===== src/rtl/spi_mem_pkg.sv =====
// Shared opcodes, status value and FSM state encoding for the SPI SRAM responder.
package spi_mem_pkg;

  localparam logic [7:0] OP_READ    = 8'h03;
  localparam logic [7:0] OP_WRITE   = 8'h02;
  localparam logic [7:0] OP_RDSR    = 8'h05;
  localparam logic [7:0] STATUS_VAL = 8'h40;

  typedef enum logic [2:0] {
    IDLE,
    CMD,
    ADDR,
    RD_DATA,
    WR_DATA,
    STAT,
    IGNORE
  } state_t;

  // State entered once a full command byte has been shifted in.
  function automatic state_t decode_op(input logic [7:0] op);
    state_t nxt;
    case (op)
      OP_READ:  nxt = ADDR;
      OP_WRITE: nxt = ADDR;
      OP_RDSR:  nxt = STAT;
      default:  nxt = IGNORE;
    endcase
    return nxt;
  endfunction

endpackage


===== src/rtl/spi_sync_edge.sv =====
// Two-flop synchronizer for an asynchronous pin followed by a one-clock edge detector.
module spi_sync_edge (
  input  logic clk,
  input  logic rst,
  input  logic d_i,
  output logic rise_o,
  output logic fall_o
);

  logic s1_q, s2_q, s3_q;

  // Resetting to 0 means a cs_n held low across reset never looks like a fresh fall.
  always_ff @(posedge clk or posedge rst) begin
    if (rst) begin
      s1_q <= 1'b0;
      s2_q <= 1'b0;
      s3_q <= 1'b0;
    end else begin
      s1_q <= d_i;
      s2_q <= s1_q;
      s3_q <= s2_q;
    end
  end

  assign rise_o = s2_q & ~s3_q;
  assign fall_o = ~s2_q & s3_q;

endmodule


===== src/rtl/spi_mem_responder.sv =====
// SPI mode-0 serial SRAM responder (READ/WRITE/RDSR subset) with oversampled SPI pins.
module spi_mem_responder
  import spi_mem_pkg::*;
#(
  parameter int ADDR_W    = 16,
  parameter int MEM_WORDS = 256
) (
  input  logic   clk,
  input  logic   rst,
  input  logic   spi_cs_n,
  input  logic   spi_sclk,
  input  logic   spi_mosi,
  output logic   spi_miso,
  output logic   spi_miso_oe,
  output logic   busy,
  output state_t dbg_state_o
);

  localparam int IDX_W = $clog2(MEM_WORDS);

  logic sclk_rise, sclk_fall, cs_rise, cs_fall;
  logic mosi_s1_q, mosi_s2_q;

  state_t            state_q;
  logic [4:0]        bit_cnt_q;
  logic [ADDR_W-1:0] rx_q;
  logic [ADDR_W-1:0] addr_q;
  logic [7:0]        tx_q;
  logic              miso_q, oe_q, busy_q, is_wr_q, load_q;

  logic [7:0]        mem [MEM_WORDS];

  logic [ADDR_W-1:0] rx_d;
  logic [4:0]        bit_cnt_d;
  logic              byte_done;
  logic              wr_en;
  logic [7:0]        rd_data;

  spi_sync_edge u_sclk_sync (
    .clk    (clk),
    .rst    (rst),
    .d_i    (spi_sclk),
    .rise_o (sclk_rise),
    .fall_o (sclk_fall)
  );

  spi_sync_edge u_cs_sync (
    .clk    (clk),
    .rst    (rst),
    .d_i    (spi_cs_n),
    .rise_o (cs_rise),
    .fall_o (cs_fall)
  );

  // mosi shares the sclk sync depth so the sampled bit lines up with the rise pulse.
  always_ff @(posedge clk or posedge rst) begin
    if (rst) begin
      mosi_s1_q <= 1'b0;
      mosi_s2_q <= 1'b0;
    end else begin
      mosi_s1_q <= spi_mosi;
      mosi_s2_q <= mosi_s1_q;
    end
  end

  assign rx_d      = {rx_q[ADDR_W-2:0], mosi_s2_q};
  assign bit_cnt_d = bit_cnt_q + 5'd1;
  assign byte_done = (bit_cnt_q == 5'd7);
  assign wr_en     = (state_q == WR_DATA) && sclk_rise && byte_done && !cs_rise;
  assign rd_data   = mem[addr_q[IDX_W-1:0]];

  always_ff @(posedge clk) begin
    if (wr_en) begin
      mem[addr_q[IDX_W-1:0]] <= rx_d[7:0];
    end
  end

  always_ff @(posedge clk or posedge rst) begin
    if (rst) begin
      state_q   <= IDLE;
      bit_cnt_q <= 5'd0;
      rx_q      <= '0;
      addr_q    <= '0;
      tx_q      <= 8'd0;
      miso_q    <= 1'b0;
      oe_q      <= 1'b0;
      busy_q    <= 1'b0;
      is_wr_q   <= 1'b0;
      load_q    <= 1'b0;
    end else begin
      load_q <= 1'b0;
      if (load_q) begin
        tx_q <= rd_data;
      end
      if (cs_rise) begin
        state_q   <= IDLE;
        bit_cnt_q <= 5'd0;
        miso_q    <= 1'b0;
        oe_q      <= 1'b0;
        busy_q    <= 1'b0;
      end else begin
        case (state_q)
          IDLE: begin
            if (cs_fall) begin
              state_q   <= CMD;
              busy_q    <= 1'b1;
              bit_cnt_q <= 5'd0;
              rx_q      <= '0;
            end
          end
          CMD: begin
            if (sclk_rise) begin
              rx_q      <= rx_d;
              bit_cnt_q <= bit_cnt_d;
              if (byte_done) begin
                bit_cnt_q <= 5'd0;
                state_q   <= decode_op(rx_d[7:0]);
                is_wr_q   <= (rx_d[7:0] == OP_WRITE);
                if (rx_d[7:0] == OP_RDSR) begin
                  tx_q <= STATUS_VAL;
                  oe_q <= 1'b1;
                end
              end
            end
          end
          ADDR: begin
            if (sclk_rise) begin
              rx_q      <= rx_d;
              bit_cnt_q <= bit_cnt_d;
              if (bit_cnt_q == 5'(ADDR_W - 1)) begin
                bit_cnt_q <= 5'd0;
                addr_q    <= rx_d;
                if (is_wr_q) begin
                  state_q <= WR_DATA;
                end else begin
                  state_q <= RD_DATA;
                  oe_q    <= 1'b1;
                  load_q  <= 1'b1;
                end
              end
            end
          end
          RD_DATA: begin
            if (sclk_rise) begin
              bit_cnt_q <= bit_cnt_d;
              if (byte_done) begin
                bit_cnt_q <= 5'd0;
                addr_q    <= addr_q + ADDR_W'(1);
                load_q    <= 1'b1;
              end
            end
            if (sclk_fall) begin
              miso_q <= tx_q[7];
              tx_q   <= {tx_q[6:0], 1'b0};
            end
          end
          WR_DATA: begin
            if (sclk_rise) begin
              rx_q      <= rx_d;
              bit_cnt_q <= bit_cnt_d;
              if (byte_done) begin
                bit_cnt_q <= 5'd0;
                addr_q    <= addr_q + ADDR_W'(1);
              end
            end
          end
          STAT: begin
            if (sclk_rise) begin
              bit_cnt_q <= bit_cnt_d;
              if (byte_done) begin
                bit_cnt_q <= 5'd0;
                tx_q      <= STATUS_VAL;
              end
            end
            if (sclk_fall) begin
              miso_q <= tx_q[7];
              tx_q   <= {tx_q[6:0], 1'b0};
            end
          end
          IGNORE: begin
          end
          default: state_q <= IDLE;
        endcase
      end
    end
  end

  assign spi_miso    = miso_q;
  assign spi_miso_oe = oe_q;
  assign busy        = busy_q;
  assign dbg_state_o = state_q;

endmodule


===== config.mk =====
export PLATFORM = sky130hd
export DESIGN_NAME = spi_mem_responder
export DESIGN_NICKNAME = d
export VERILOG_FILES = /design/src/rtl/spi_mem_pkg.sv /design/src/rtl/spi_sync_edge.sv /design/src/rtl/spi_mem_responder.sv
export SDC_FILE = /design/constraint.sdc
export NUM_CORES = 2
export LEC_CHECK = 0
export ABC_AREA = 1
export CELL_PAD_IN_SITES_DETAIL_PLACEMENT = 1
export CELL_PAD_IN_SITES_GLOBAL_PLACEMENT = 2
export CORE_MARGIN = 4
export CORE_UTILIZATION = 49
export CTS_BUF_LIST = sky130_fd_sc_hd__clkbuf_4
export CTS_CLUSTER_DIAMETER = 40
export CTS_CLUSTER_SIZE = 12
export DETAILED_ROUTE_END_ITERATION = 10
export PLACE_DENSITY_LB_ADDON = 0.1
export SYNTH_ARGS = -nofsm -noshare
export SYNTH_HDL_FRONTEND = slang
export SYNTH_SLANG_ARGS = --single-unit

===== constraint.sdc =====
create_clock -name clk -period 10.36 [get_ports clk]
set_input_delay 2.072 -clock clk [delete_from_list [all_inputs] [get_ports clk]]
set_output_delay 2.072 -clock clk [all_outputs]
set_load 0.01 [all_outputs]

==> key figures <==
Outcome
  • Outcome: finished, final reports clean

Synth
  • Multiplexer area fraction after synthesis: 0%
  • Synth Area in XOR/XNOR: 0.0409%
  • Post-synthesis adder-cell area fraction: 0.131%
  • Combinational family with the most area after synthesis: simple AND/OR/NAND/NOR gates
  • Post-synth top flop: edfxtp_1
  • YS warnings: 0
  • Synthesized Nets: 7637
  • Synth Area in Compound Gates: 7.74%
  • Synth Area per Inst: 11.2 sq um
  • Seq cells post-synth: 2092
  • Yosys top cell area share: 71.7%
  • Post-synthesis simple-gate area fraction: 15.9%
  • Sequential area share after synthesis: 73.0%
  • Post-synth EDFFs: 2048
  • Syn Std Cell Area: 0.0857 sq mm
  • Async SR Flop Fraction: 2.10%
  • Unique masters post-synth: 38
  • Synth top area cells: edfxtp_1 (72%), nor2_1 (8.6%), nand2_1 (6.7%), o21ai_0 (5.7%), dfrtp_1 (1.3%)
  • Mapped Cells: 7623
  • Area leader, netlist: edfxtp_1

Power
  • Power share of the sequential group: 42.0%
  • Sw power: 9.36 mW
  • Clock power share: 26.3%
  • PD cells: 253 mW/mm^2
  • Logic pwr share: 31.8%
  • P_int: 14.1 mW
  • Leak: 31.4 nW
  • Peak supply drop: 204 uV
  • Sw Share: 39.9%

Place
  • Gpl congestion: 0.832
  • Cell Area, Placed: 0.0878 sq mm
  • Port bufs: 10
  • Detailed Place HPWL: 158000 um
  • DP Worst Slack: 5.30 ns

Routing
  • Antenna Nets Post-Route: 0
  • TritonRoute pass-1 iters: 8
  • Routed WL per cell: 26.4 um
  • DR iter-0 viols: 5563
  • Total wire length: 269000 um
  • Vias: 58323
  • Detailed-route vias per instance: 5.72
  • Drt drc: 0

Global routing
  • Vias in the first global route: 59762
  • Met2 usage: 47.9%
  • Largest net degree at the start of global routing: 193
  • Gr busiest metal: met2
  • GRT Overall Usage: 29.6%
  • Met1 Track Usage GR: 40.8%
  • Antenna violations before repair: 12
  • Grt total ovfl: 0
  • Met3 usage: 4.76%
  • First-pass GRT wire length: 397000 um

Worst setup path
  • Kind of end point of the critical path: register
  • Setup CP Type: register to register
  • FF-to-FF path depth: 16
  • Worst Path Required: 11.63 ns
  • CP max FO: 69
  • RR Startpoint: addr_q[1]$_DFFE_PP0P_
  • Setup crit start kind: register
  • R2R Path End: tx_q[5]$_DFF_PP0_
  • Worst Path Arrival: 6.47 ns
  • Reg2Reg Setup Slack: 5.16 ns

STA
  • Slew @ Worst Pin: 1.22 ns
  • Final Skew: 0.103 ns
  • Max_slew headroom: 18.2%
  • RSZ-0062 raised after global routing: false
  • Max-slew violation count: 0
  • Final Worst Setup Slack: 5.16 ns
  • Period utilisation layout: 50.2%
  • Final setup viols: 0
  • Final worst path period need: 5.20 ns
  • Final Hold Fails: 0
  • Total negative slack: 0 ns
  • F_max: 192 MHz

Floorplanning
  • Die height: 426 um
  • Boundary Pins: 11
  • Starting Density: 49.3%
  • FP Rows: 153
  • Die area: 0.182 sq mm
  • Die X: 426 um
  • Core area: 0.174 sq mm

Layout
  • Area of the multi-input gates: 0.0205 sq mm
  • Util after Layout: 53.4%
  • Layout cells sized above 1: 8.50%
  • Filler cells: 18297
  • Final #Nets: 7634
  • Post-route cell area: 0.0928 sq mm
  • Sequential cell area: 0.0626 sq mm
  • Area Growth Syn to Fin: 8.29%

Clock network
  • Worst-Skew Late Latency: 1.40 ns
  • Clock buffer depth: 4
  • # hold bufs at CTS: 0
  • Setup repair bufs after CTS: 0
  • CTS root buffer: clkbuf_4
  • Total CTS buffers: 320
  • CTS H-tree lvls: 5
  • CTS tree: built
  • CTS clk-pin slew, worst paths: 0.11 ns
  • Clk sink count: 2092
  • Number of gates resized after CTS: 0

Min path
  • Hold EP: u_sclk_sync.s2_q$_DFF_PP0_
  • Worst min-delay path startpoint: u_sclk_sync.s1_q$_DFF_PP0_
  • Worst Hold Class: register to register
  • Hold path depth: 0

Run
  • Max-cap viol count: 0
[synthesized netlist by cell type (all sizes together) (3+ instances only)]
cell	number
nor3	6
buf	201
o211ai	8
clkbuf	233
clkinv	3
nand2	1519
nor4	3
edfxtp	2048
nand3	71
xor2	4
o21ai	1177
ha	9
o22ai	73
nor2	1960
a31oi	3
inv	203
dfrtp	44
a21oi	14
nand4	30
o21bai	4
[kinds of logic after synthesis]
family	count (synthesis)
xor+xnor	4
compound gates	1289
fa+ha+maj	9
buf+inv	640
flops	2092
simple gates	3589
[worst max path at each step]
stage	from	to	slack [ns]	cells after the start
finish	addr_q[1]$_DFFE_PP0P_	tx_q[5]$_DFF_PP0_	5.16	16
global placement	addr_q[1]$_DFFE_PP0P_	tx_q[5]$_DFF_PP0_	5.31	16
CTS	addr_q[0]$_DFFE_PP0P_	tx_q[6]$_DFF_PP0_	5.25	16
detailed placement	addr_q[0]$_DFFE_PP0P_	mem[122][1]$_DFFE_PP_	5.30	7
floorplan	rx_q[1]$_DFFE_PP0P_	tx_q[7]$_DFF_PP0_	5.66	8
global route	addr_q[0]$_DFFE_PP0P_	tx_q[6]$_DFF_PP0_	4.96	16
[power groups by stage]
stage                     Sequential, mW  Combinational, mW  Clock (mW)
after detailed placement            10.0               7.44           0
after global routing                9.86               8.11        6.66
after global placement              10.0               7.30           0
final                               9.85               7.46        6.16
after floorplan                     10.2               4.25           0
after CTS                           9.85               7.48        6.28
[sequential cells by signal, indices dropped and copies added (netlist names), 3 cells and up]
| name | count |
|---|---|
| mem | 2048 |
| rx_q | 7 |
| dbg_state_o | 3 |
| bit_cnt_q | 5 |
| addr_q | 8 |
| tx_q | 8 |
[area by class of cell]
type	instances	share of cell area, %
Sequential cell	2092	67.5
Multi-Input combinational cell	4891	22.1
Tap cell	2325	3.13
Clock buffer	358	2.89
Clock inverter	205	2.51
Timing Repair Buffer	109	0.989
Inverter	206	0.854
Antenna cell	15	0.0404
[layer usage]
layer	routed length, um	vias up
met3	16600	490
li1	-	26291
met1	115000	29720
met5	0	-
met2	128000	1822
met4	9870	0
[layout by cell type (no fill, tap or decap), types with 3 or more instances in the layout]
cell type        Yosys  routed
edfxtp_1          2048    2048
nor2_1            1958    1955
nand2_1           1519    1508
o21ai_0            969     967
clkbuf_4             0     358
o21ai_1            207     209
inv_1              201     200
buf_4               10      93
o22ai_1             73      73
nand3_1             71      69
bufinv_16            0      40
clkinv_2             0      36
inv_6                0      34
dfrtp_1             44      34
clkinv_1             3      33
nand4_1             30      30
clkinvlp_4           0      30
clkinv_4             0      22
diode_2              0      15
a21oi_1             13      13
inv_8                0      12
dfrtp_4              0      10
clkdlybuf4s50_1      0      10
nand2_2              0       9
ha_1                 9       9
o211ai_1             8       8
buf_12               0       6
nor3_1               5       5
nor2_4               1       4
o21bai_1             4       4
inv_2                2       4
xor2_1               4       4
a31oi_1              3       3
[per-stage QoR]
stage,instances,power (mW),hold WS (ns)
2_1_floorplan,7623,14.4,0.331
5_1_grt,10194,24.6,0.376
4_1_cts,10186,23.6,0.367
3_3_place_gp,9623,17.3,0.338
3_5_place_dp,9623,17.5,0.342
6_report,10201,23.5,0.368
[critical path, stage by stage, from the launching register on]
cell and delay (ns):
dfrtp_4 0.75, inv_8 0.55, buf_4 0.63, buf_4 0.63, nor2_1 0.11, o21ai_0 0.10
nand2_1 0.08, nand2_1 0.08, nand2_1 0.10, o21ai_0 0.92, nand2_1 0.11, nor2_1 0.32
nand2_1 0.23, nor2_1 0.17, nand2_1 0.06, nand2_1 0.06, nand2_1 0.05
Power figures use the tool's default switching activity.
